==> config.mk <==
export PLATFORM = sky130hd
export DESIGN_NAME = serv_ram32_wide_if
export DESIGN_NICKNAME = d
export VERILOG_FILES = /design/src/rtl/serv_ram32_wide_if.sv
export SDC_FILE = /design/constraint.sdc
export NUM_CORES = 1
export LEC_CHECK = 0
export ABC_CLOCK_PERIOD_IN_PS = 2100
export BUFFER_PORTS_ARGS = -buffer_cell sky130_fd_sc_hd__buf_2
export CAP_MARGIN = 20
export CELL_PAD_IN_SITES_DETAIL_PLACEMENT = 1
export CELL_PAD_IN_SITES_GLOBAL_PLACEMENT = 1
export CORE_UTILIZATION = 38
export DETAILED_ROUTE_END_ITERATION = 6
export GPL_ROUTABILITY_DRIVEN = 1
export GPL_TIMING_DRIVEN = 0
export PLACE_DENSITY_LB_ADDON = 0.25
export REMOVE_ABC_BUFFERS = 1
export SYNTH_ARGS = -nofsm -noshare
export SYNTH_HDL_FRONTEND = slang
export SYNTH_SLANG_ARGS = --single-unit
==> constraint.sdc <==
create_clock -name i_clk -period 2.1 [get_ports i_clk]
set_input_delay 0.105 -clock i_clk [delete_from_list [all_inputs] [get_ports i_clk]]
set_output_delay 0.105 -clock i_clk [all_outputs]
set_load 0.005 [all_outputs]
==> src/rtl/serv_ram32_wide_if.sv <==
// serv_ram32_wide_if
//   Adapter between a SERV register file of width rf_width (8/16/32) and a
//   single-port 32-bit RAM macro with byte write enables. Narrow writes are
//   packed into one word in an accumulator, then handed to a one-entry
//   pending slot that drains into RAM whenever no read fetch needs the port.
//   Reads fetch whole words into a local buffer and later chunks are served
//   from that buffer. Fetched data is overlaid with pending and accumulator
//   bytes so that un-flushed writes are visible.
//
// Ports
//   i_clk, i_rst      clock, synchronous active-high reset
//   i_rf_waddr/wdata  RF write address (word|chunk) and data, i_rf_wen strobe
//   i_rf_raddr        RF read address, i_rf_ren strobe
//   o_rf_rdata        read data, valid the cycle after i_rf_ren, held otherwise
//   o_ram_*           RAM word address, write data, byte enables, enable
//   i_ram_dout        RAM read data, one cycle after an enabled read
//   o_busy            accumulator or pending slot holds un-flushed data
//   o_overflow        sticky: a word was dropped because pending was full
module serv_ram32_wide_if #(
  parameter int rf_width = 8,
  parameter int regs = 32,
  localparam int cpw = 32 / rf_width,
  localparam int rf_l2d = $clog2(regs * cpw),
  localparam int ram_aw = $clog2(regs)
) (
  input  logic                i_clk,
  input  logic                i_rst,
  input  logic [rf_l2d-1:0]   i_rf_waddr,
  input  logic [rf_width-1:0] i_rf_wdata,
  input  logic                i_rf_wen,
  input  logic [rf_l2d-1:0]   i_rf_raddr,
  input  logic                i_rf_ren,
  output logic [rf_width-1:0] o_rf_rdata,
  output logic [ram_aw-1:0]   o_ram_addr,
  output logic [31:0]         o_ram_din,
  output logic [3:0]          o_ram_we,
  output logic                o_ram_en,
  input  logic [31:0]         i_ram_dout,
  output logic                o_busy,
  output logic                o_overflow
);

  localparam int unsigned cpw_u  = cpw;
  localparam int unsigned regs_u = regs;
  localparam int unsigned rfw_u  = rf_width;
  localparam int unsigned bpc_u  = rf_width / 8;
  localparam logic [1:0]  last_chunk = 2'(cpw - 1);

  function automatic logic [ram_aw-1:0] word_of(input logic [rf_l2d-1:0] a);
    return ram_aw'((32'(a) / cpw_u) % regs_u);
  endfunction

  function automatic logic [1:0] chunk_of(input logic [rf_l2d-1:0] a);
    return 2'(32'(a) % cpw_u);
  endfunction

  function automatic logic [3:0] chunk_mask(input logic [1:0] c);
    return 4'(((32'd1 << bpc_u) - 32'd1) << (32'(c) * bpc_u));
  endfunction

  function automatic logic [31:0] byte_bits(input logic [3:0] m);
    logic [31:0] res;
    res = '0;
    for (int i = 0; i < 4; i++) res[8*i +: 8] = {8{m[i]}};
    return res;
  endfunction

  function automatic logic [rf_width-1:0] chunk_sel(input logic [31:0] w, input logic [1:0] c);
    return rf_width'(w >> (32'(c) * rfw_u));
  endfunction

  logic              acc_valid, acc_valid_n;
  logic [ram_aw-1:0] acc_tag, acc_tag_n;
  logic [31:0]       acc_data, acc_data_n;
  logic [3:0]        acc_mask, acc_mask_n;

  logic              pend_valid;
  logic [ram_aw-1:0] pend_tag;
  logic [31:0]       pend_data;
  logic [3:0]        pend_mask;
  logic              overflow_q;

  logic              rb_valid;
  logic [ram_aw-1:0] rb_tag;
  logic [31:0]       rb_data;
  logic              rd_pend;
  logic [ram_aw-1:0] rd_word_q;
  logic [1:0]        rd_chunk_q;
  logic [rf_width-1:0] rdata_q;

  logic [ram_aw-1:0] w_word, r_word;
  logic [1:0]        w_chunk, r_chunk;
  logic [3:0]        w_mask;
  logic [31:0]       w_bits, w_shift;
  logic              acc_hit;
  logic [31:0]       m_data;
  logic [3:0]        m_mask;

  logic              move_req;
  logic [ram_aw-1:0] move_tag;
  logic [31:0]       move_data;
  logic [3:0]        move_mask;

  logic              fetch, drain, pend_accept;
  logic              buf_valid_eff;
  logic [ram_aw-1:0] buf_tag_eff;
  logic [31:0]       buf_data_eff;
  logic [31:0]       merged_pend, merged;
  logic [rf_width-1:0] merged_chunk;

  assign w_word  = word_of(i_rf_waddr);
  assign w_chunk = chunk_of(i_rf_waddr);
  assign r_word  = word_of(i_rf_raddr);
  assign r_chunk = chunk_of(i_rf_raddr);
  assign w_mask  = chunk_mask(w_chunk);
  assign w_bits  = byte_bits(w_mask);
  assign w_shift = 32'(i_rf_wdata) << (32'(w_chunk) * rfw_u);

  // Chunk merged into the accumulator when it belongs to the same word,
  // otherwise it starts from an empty word.
  assign acc_hit = acc_valid && (acc_tag == w_word);
  assign m_data  = ((acc_hit ? acc_data : 32'd0) & ~w_bits) | w_shift;
  assign m_mask  = (acc_hit ? acc_mask : 4'd0) | w_mask;

  always_comb begin
    move_req    = 1'b0;
    move_tag    = acc_tag;
    move_data   = acc_data;
    move_mask   = acc_mask;
    acc_valid_n = acc_valid;
    acc_tag_n   = acc_tag;
    acc_data_n  = acc_data;
    acc_mask_n  = acc_mask;
    if (i_rf_wen) begin
      if (acc_valid && !acc_hit) begin
        move_req    = 1'b1;
        acc_valid_n = 1'b1;
        acc_tag_n   = w_word;
        acc_data_n  = w_shift;
        acc_mask_n  = w_mask;
      end else if (w_chunk == last_chunk) begin
        move_req    = 1'b1;
        move_tag    = w_word;
        move_data   = m_data;
        move_mask   = m_mask;
        acc_valid_n = 1'b0;
      end else begin
        acc_valid_n = 1'b1;
        acc_tag_n   = w_word;
        acc_data_n  = m_data;
        acc_mask_n  = m_mask;
      end
    end
  end

  // While a fetched word is in flight the buffer is treated as already
  // holding it, so the chunks following a fetch do not fetch again.
  assign buf_valid_eff = rd_pend ? 1'b1 : rb_valid;
  assign buf_tag_eff   = rd_pend ? rd_word_q : rb_tag;

  // A same-cycle write to the word being read would not reach the buffer,
  // so such a read fetches to pick the write up through the bypass.
  assign fetch = i_rf_ren && ((r_chunk == 2'd0) || !buf_valid_eff ||
                 (buf_tag_eff != r_word) || (i_rf_wen && (w_word == r_word)));
  assign drain       = pend_valid && !fetch;
  assign pend_accept = !pend_valid || drain;

  // Bypass priority: accumulator over pending over RAM.
  assign merged_pend = (pend_valid && (pend_tag == rd_word_q))
                       ? ((i_ram_dout & ~byte_bits(pend_mask)) | (pend_data & byte_bits(pend_mask)))
                       : i_ram_dout;
  assign merged = (acc_valid && (acc_tag == rd_word_q))
                  ? ((merged_pend & ~byte_bits(acc_mask)) | (acc_data & byte_bits(acc_mask)))
                  : merged_pend;
  assign merged_chunk = chunk_sel(merged, rd_chunk_q);
  assign buf_data_eff = rd_pend ? merged : rb_data;

  always_ff @(posedge i_clk) begin
    if (i_rst) begin
      acc_valid  <= 1'b0;
      acc_tag    <= '0;
      acc_data   <= '0;
      acc_mask   <= '0;
      pend_valid <= 1'b0;
      pend_tag   <= '0;
      pend_data  <= '0;
      pend_mask  <= '0;
      overflow_q <= 1'b0;
      rb_valid   <= 1'b0;
      rb_tag     <= '0;
      rb_data    <= '0;
      rd_pend    <= 1'b0;
      rd_word_q  <= '0;
      rd_chunk_q <= '0;
      rdata_q    <= '0;
    end else begin
      acc_valid <= acc_valid_n;
      acc_tag   <= acc_tag_n;
      acc_data  <= acc_data_n;
      acc_mask  <= acc_mask_n;

      if (move_req) begin
        if (pend_accept) begin
          pend_valid <= 1'b1;
          pend_tag   <= move_tag;
          pend_data  <= move_data;
          pend_mask  <= move_mask;
        end else begin
          overflow_q <= 1'b1;
        end
      end else if (drain) begin
        pend_valid <= 1'b0;
      end

      rd_pend <= fetch;
      if (fetch) begin
        rd_word_q  <= r_word;
        rd_chunk_q <= r_chunk;
      end

      if (rd_pend) begin
        rb_data  <= merged;
        rb_tag   <= rd_word_q;
        rb_valid <= !(i_rf_wen && (w_word == rd_word_q));
      end else if (i_rf_wen && (w_word == rb_tag)) begin
        rb_valid <= 1'b0;
      end

      if (i_rf_ren && !fetch) rdata_q <= chunk_sel(buf_data_eff, r_chunk);
      else if (rd_pend)       rdata_q <= merged_chunk;
    end
  end

  // Outputs are forced low while reset is held so nothing reaches the RAM
  // from state that is about to be discarded.
  always_comb begin
    o_ram_en   = 1'b0;
    o_ram_addr = '0;
    o_ram_din  = '0;
    o_ram_we   = '0;
    if (!i_rst) begin
      if (fetch) begin
        o_ram_en   = 1'b1;
        o_ram_addr = r_word;
      end else if (drain) begin
        o_ram_en   = 1'b1;
        o_ram_addr = pend_tag;
        o_ram_din  = pend_data;
        o_ram_we   = pend_mask;
      end
    end
  end

  assign o_rf_rdata = i_rst ? '0 : (rd_pend ? merged_chunk : rdata_q);
  assign o_busy     = !i_rst && (acc_valid || pend_valid);
  assign o_overflow = !i_rst && overflow_q;

endmodule

==> After elaboration in Yosys (flattened, before gate mapping) <==
Index checks and enable logic that the tools add are counted.
{ "classes": {"n_eq_ne": 10, "n_shift": 4, "n_mux": 47, "bitwise_logic": 13, "n_reduce_logical": 30} }
{ "op_table": {"columns": ["cell", "count"], "rows": [
  ["32-bit two-way mux", 12],
  ["32-bit bitwise AND", 5],
  ["32-bit inverter", 3],
  ["32-bit bitwise OR", 3],
  ["32-bit by 5-bit >> shifter with 8-bit output", 2],
  ["5-bit two-way mux", 9],
  ["4-bit two-way mux", 9],
  ["8-bit by 5-bit left shift with 32-bit output", 1],
  ["5-bit == test", 6],
  ["8-bit two-way mux", 3],
  ["1-bit two-way mux", 14],
  ["1-bit logical AND", 12],
  ["2-bit AND reduction", 4],
  ["1-bit zero test", 6],
  ["1-bit logical OR", 5],
  ["5-bit inequality test", 1],
  ["4-bit bitwise OR", 1],
  ["2-bit nonzero test", 2],
  ["1-bit by 2-bit left shift with 4-bit output, first input constant", 1],
  ["2-bit == test, second input constant", 1],
  ["2-bit zero test", 1],
  ["2-bit by 1-bit inequality test with 1-bit output, second input constant", 1],
  ["2-bit inequality test, second input constant", 1],
  ["1-bit inverter", 1]
]} }
{ "word_totals": {"reg_bits": 139, "input_bits": 58} }

==> Logic depth before layout (Yosys ltp) <==
{ "logic_depth": {"ltp_word": 11, "depth_mapped": 11, "ltp_nobuf": 7} }

==> Worst setup path after synthesis <==
No wires, ideal clock.
{ "synth_timing": {"path_kind": "register to output", "start": "register rd_word_q[4]", "end": "output o_rf_rdata[6]", "arrival_time_ps": 2076, "required_time_ps": 1995, "slack_ps": -81, "stages_incl_launch_ff": 10, "path_cell_list": "dfxtp_1 buf_6 xnor2_4 nand3_2 or2_1 buf_6 a31oi_1 o22ai_1 or4_1 nor2_1"} }
{ "synth_between": {"elab_chain_cells": 9, "elab_cells_between_ends": 11} }
{ "synth_lines": {"columns": ["element", "line_no", "source"], "rows": [
  ["start, declared", "87", "logic [ram_aw-1:0] rd_word_q;"],
  ["start signal, assigned", "217", "rd_word_q <= r_word;"],
  ["5-bit == test", "169", "assign merged_pend = (pend_valid && (pend_tag == rd_word_q))"],
  ["1-bit logical AND", "169", null],
  ["32-bit two-way mux", "170", "? ((i_ram_dout & ~byte_bits(pend_mask)) | (pend_data & byte_bits(pend_mask)))"],
  ["32-bit bitwise AND", "173", "? ((merged_pend & ~byte_bits(acc_mask)) | (acc_data & byte_bits(acc_mask)))"],
  ["32-bit bitwise OR", "173", null],
  ["32-bit two-way mux *", "173", null],
  ["32-bit by 5-bit >> shifter with 8-bit output *", "69", "return rf_width'(w >> (32'(c) * rfw_u));"],
  ["8-bit two-way mux *", null, null],
  ["8-bit two-way mux *", "254", "assign o_rf_rdata = i_rst ? '0 : (rd_pend ? merged_chunk : rdata_q);"],
  ["end, declared", "33", "output logic [rf_width-1:0] o_rf_rdata,"]
]} }
Mark *: on every way between the ends. The rest lies on a longest branch, timed or not.

==> Worst setup path in the final report <==
{ "layout_timing": {"start": "register rd_word_q[4]", "end": "output o_rf_rdata[3]"} }
Same word-level chain as after synthesis.

==> results.toml <==
[outcome]
status = "finished, violations left"
violations = "design-rule violations, negative setup slack"

[sta]
setup_slack_ps = -1080
drv_slew = 0
hold_viol = 0
period_share_pct = 151
relSlewSlack_pct = 53.8
clock.fmax_ghz = 0.314
setup_violations = 131
min_period_ps = 3180
max_slew.worst_pin.slew_ps = 687
rsz0062_at_grt = "yes"
skew_ps = 10.4

[floorplan]
die-area_um2 = 19200
chipWidth_um = 139
initial_utilization_pct = 39.1
ios = 110
core_um2 = 18100
fp.dieH_um = 139
placementRows = 49

[clock_tree]
htreeDepth = 4
clockBufferDepth = 2
clock-sinks = 131
cts_tree = "built"
clk_pin_slew_worst_paths_ps = 60
cts_root_buf = "clkbuf_16"
insertion_delay_ps = 440
numCtsBuffers = 17

[worst_setup_path]
worstSetupStartpointType = "flip-flop"
cp_cell_sequence = "xnor2_4 -> nand4_1 -> buf_6 -> buf_16 -> or3_4 -> a31oi_4 -> nor2_1 -> or4_4 -> nor2_2 -> buf_2"
r2r-end = "pend_data[31]"
crit_required_ps = 2000
regToRegStartpoint = "rd_pend"
slowest_stage = "or4_4"
slowest_delay_ps = 530
critPathKind = "reg2out"
crit_fanout = 5
rrSetupSlack_ps = -810
arrival_ps = 3070
endpoint_kind = "primary output"
worstRegToRegCells = 14

[cells_and_area]
final_util_pct = 60.5
synthToLayoutAreaGrowth_pct = 54.5
drive_gt1_share_pct = 47.1
nNetsFinal = 1099
stdcell_count = 1285
final_common_cell = "dfxtp_1"
layout_common_cells = "dfxtp_1 (113), buf_2 (87), nor2_1 (70)"

[global_routing]
grt-ovfl-total = 0
antenna_found_initial = 4
grt_first_pass_wirelength_um = 45000
grt_util_all_layers_pct = 30.9
grt_max_degree = 89
grt_pass1_vias = 7542

[logic_synthesis]
ys.flop_type = "dfxtp_1"
yosysUniqueCellTypes = 55
ys_warn_count = 0
synthCells = 871
synth_seq_cells = 131
yosysSeqAreaShare_pct = 36.9
synth-edff-count = 0
async_flop_share_pct = 0
syn-cell-area_um2 = 7100
avgSynthCellArea_um2 = 8.16

[detailed_routing]
drtIter0Drc = 766
post_drt_wl_per_cell_um = 28.0
drt-vias-per-instance = 6.36
drc = 32
finalWirelength_um = 35900
dr.pass1.iters = 7
detail-route-antenna-nets = 0
vias = 8177

[placed_design]
hpwl_um = 16800
port_buffers = 109
finalWeightedCongestion = 0.833
dp_cells = 1134

[worst_hold_path]
hp-start = "i_rf_wdata[0]"
min_to = "acc_data[8]"
hold_class = "in2reg"
hold-path-cell-count = 3

[power]
power_density_nw_per_um2 = 684
ir_worst_vdd_mv = 0.644
leakagePower_nw = 4.10

[flow_run]
drv_cap = 0
==> sequential cells by signal (all words and copies together) (netlist names) <==
register / count
overflow_q: 1
acc_data: 32
pend_valid: 1
acc_tag: 5
acc_valid: 1
rb_valid: 1
rd_chunk_q: 2
rd_word_q: 5
rb_data: 24
rb_tag: 5
acc_mask: 4
pend_mask: 4
pend_tag: 5
pend_data: 32
rdata_q: 8
rd_pend: 1
==> per-layer routing <==
metal	vias up	GRT usage (%)	routed length, um
met2	502	50.6	16900
li1	3457	-	-
met4	0	15.3	2100
met3	151	6.46	3140
met5	-	0	0
met1	4067	38.7	13800
==> synthesized netlist by cell type (3+ instances only) <==
cell | n | share of area (%)
nand2_1 | 60 | 3.2
buf_1 | 6 | 0.32
buf_6 | 9 | 1.4
clkbuf_2 | 5 | 0.35
or3_1 | 8 | 0.70
or4_1 | 8 | 0.85
buf_4 | 4 | 0.42
mux2i_1 | 30 | 4.2
nand3b_1 | 3 | 0.32
mux2_2 | 24 | 3.8
a211oi_1 | 4 | 0.42
a21oi_1 | 57 | 4.0
nand3_2 | 4 | 0.56
nor4_1 | 4 | 0.35
o21ai_0 | 32 | 2.3
buf_2 | 21 | 1.5
nor2b_1 | 26 | 2.3
a31oi_1 | 32 | 2.8
and2_1 | 38 | 3.3
nor3_1 | 34 | 2.4
a22oi_1 | 13 | 1.4
o21ai_1 | 8 | 0.56
nand3_1 | 74 | 5.2
nand4_1 | 11 | 0.97
xnor2_1 | 22 | 2.7
a211oi_2 | 9 | 1.6
nor2_1 | 83 | 4.4
clkbuf_1 | 38 | 2.0
o22ai_1 | 11 | 0.97
and3_1 | 3 | 0.26
or3b_2 | 3 | 0.37
a222oi_1 | 8 | 1.1
dfxtp_1 | 131 | 37
or2_1 | 3 | 0.26
inv_1 | 10 | 0.53
xor2_1 | 10 | 1.2
==> stage by stage <==
stage	TNS (ps)	hold WS, ps	setup WS, ps	area [um2]	power [mW]
2_1_floorplan	-168120	170	-1760	6680	3.22
3_3_place_gp	-386790	412	-3410	7510	3.61
3_5_place_dp	-151190	418	-1580	7690	3.71
4_1_cts	-49290	4.76	-877	9710	6.98
5_1_grt	-87610	24.0	-1130	11000	7.65
6_report	-79740	28.6	-1080	11000	7.51
==> how the worst max path moves through the flow <==
| stage | from | end | slack, ps | cells past startpoint |
|---|---|---|---|---|
| after floorplan | rd_pend | pend_data[26] | -1760 | 7 |
| after global placement | rd_pend | pend_mask[3] | -3410 | 7 |
| after detailed placement | rd_word_q[4] | o_rf_rdata[7] | -1580 | 9 |
| after CTS | rd_word_q[3] | o_rf_rdata[1] | -880 | 11 |
| after global routing | rd_word_q[4] | o_rf_rdata[3] | -1130 | 10 |
| final | rd_word_q[4] | o_rf_rdata[3] | -1080 | 10 |
==> timing repair <==
action                                  4_1_cts  5_1_grt
hold buffers                                  8        0
cloned                                       12        7
endpoints found under the setup margin      167      175
endpoints found under the hold margin        16        0
pin swaps                                    43       78
resized for setup                           191      180
setup buffers                                46       48
==> layout make-up <==
type                       instances  area (um2)
fill                            1998        7170
multi-input combinational        657        5380
sequential                       131        2670
timing repair buffer             224        2050
clock buffer                      27         533
tap                              229         287
inverter                          10        37.5
clock inverter                     4        20.0
antenna                            3        7.51
==> logic make-up (layout without fill, tap and decap cells) <==
| family | count (synthesis) | count (layout) | share of synthesized area (%) |
|---|---|---|---|
| muxes | 54 | 54 | 8.03 |
| DFF | 131 | 131 | 36.9 |
| other | 0 | 3 | 0 |
| buffers and inverters | 93 | 265 | 6.53 |
| and+or+nand+nor | 376 | 382 | 27.6 |
| AOI/OAI and AO/OA | 182 | 186 | 16.2 |
| xor gates and xnor gates | 35 | 35 | 4.79 |
==> power by group <==
group          internal (mW)  switching (mW)  total (mW)
sequential              2.59           0.135        2.72
combinational          0.827            1.08        1.91
clock                   1.72            1.16        2.88
==> critical path: cells and delay by family, from the launching register on <==
family	cells	cell delay [ps]
AOI/OAI and AO/OA	1	290
xor gates and xnor gates	1	150
and+or+nand+nor	5	1300
DFF	1	450
buffers and inverters	3	440
Power figures use the tool's default switching activity.
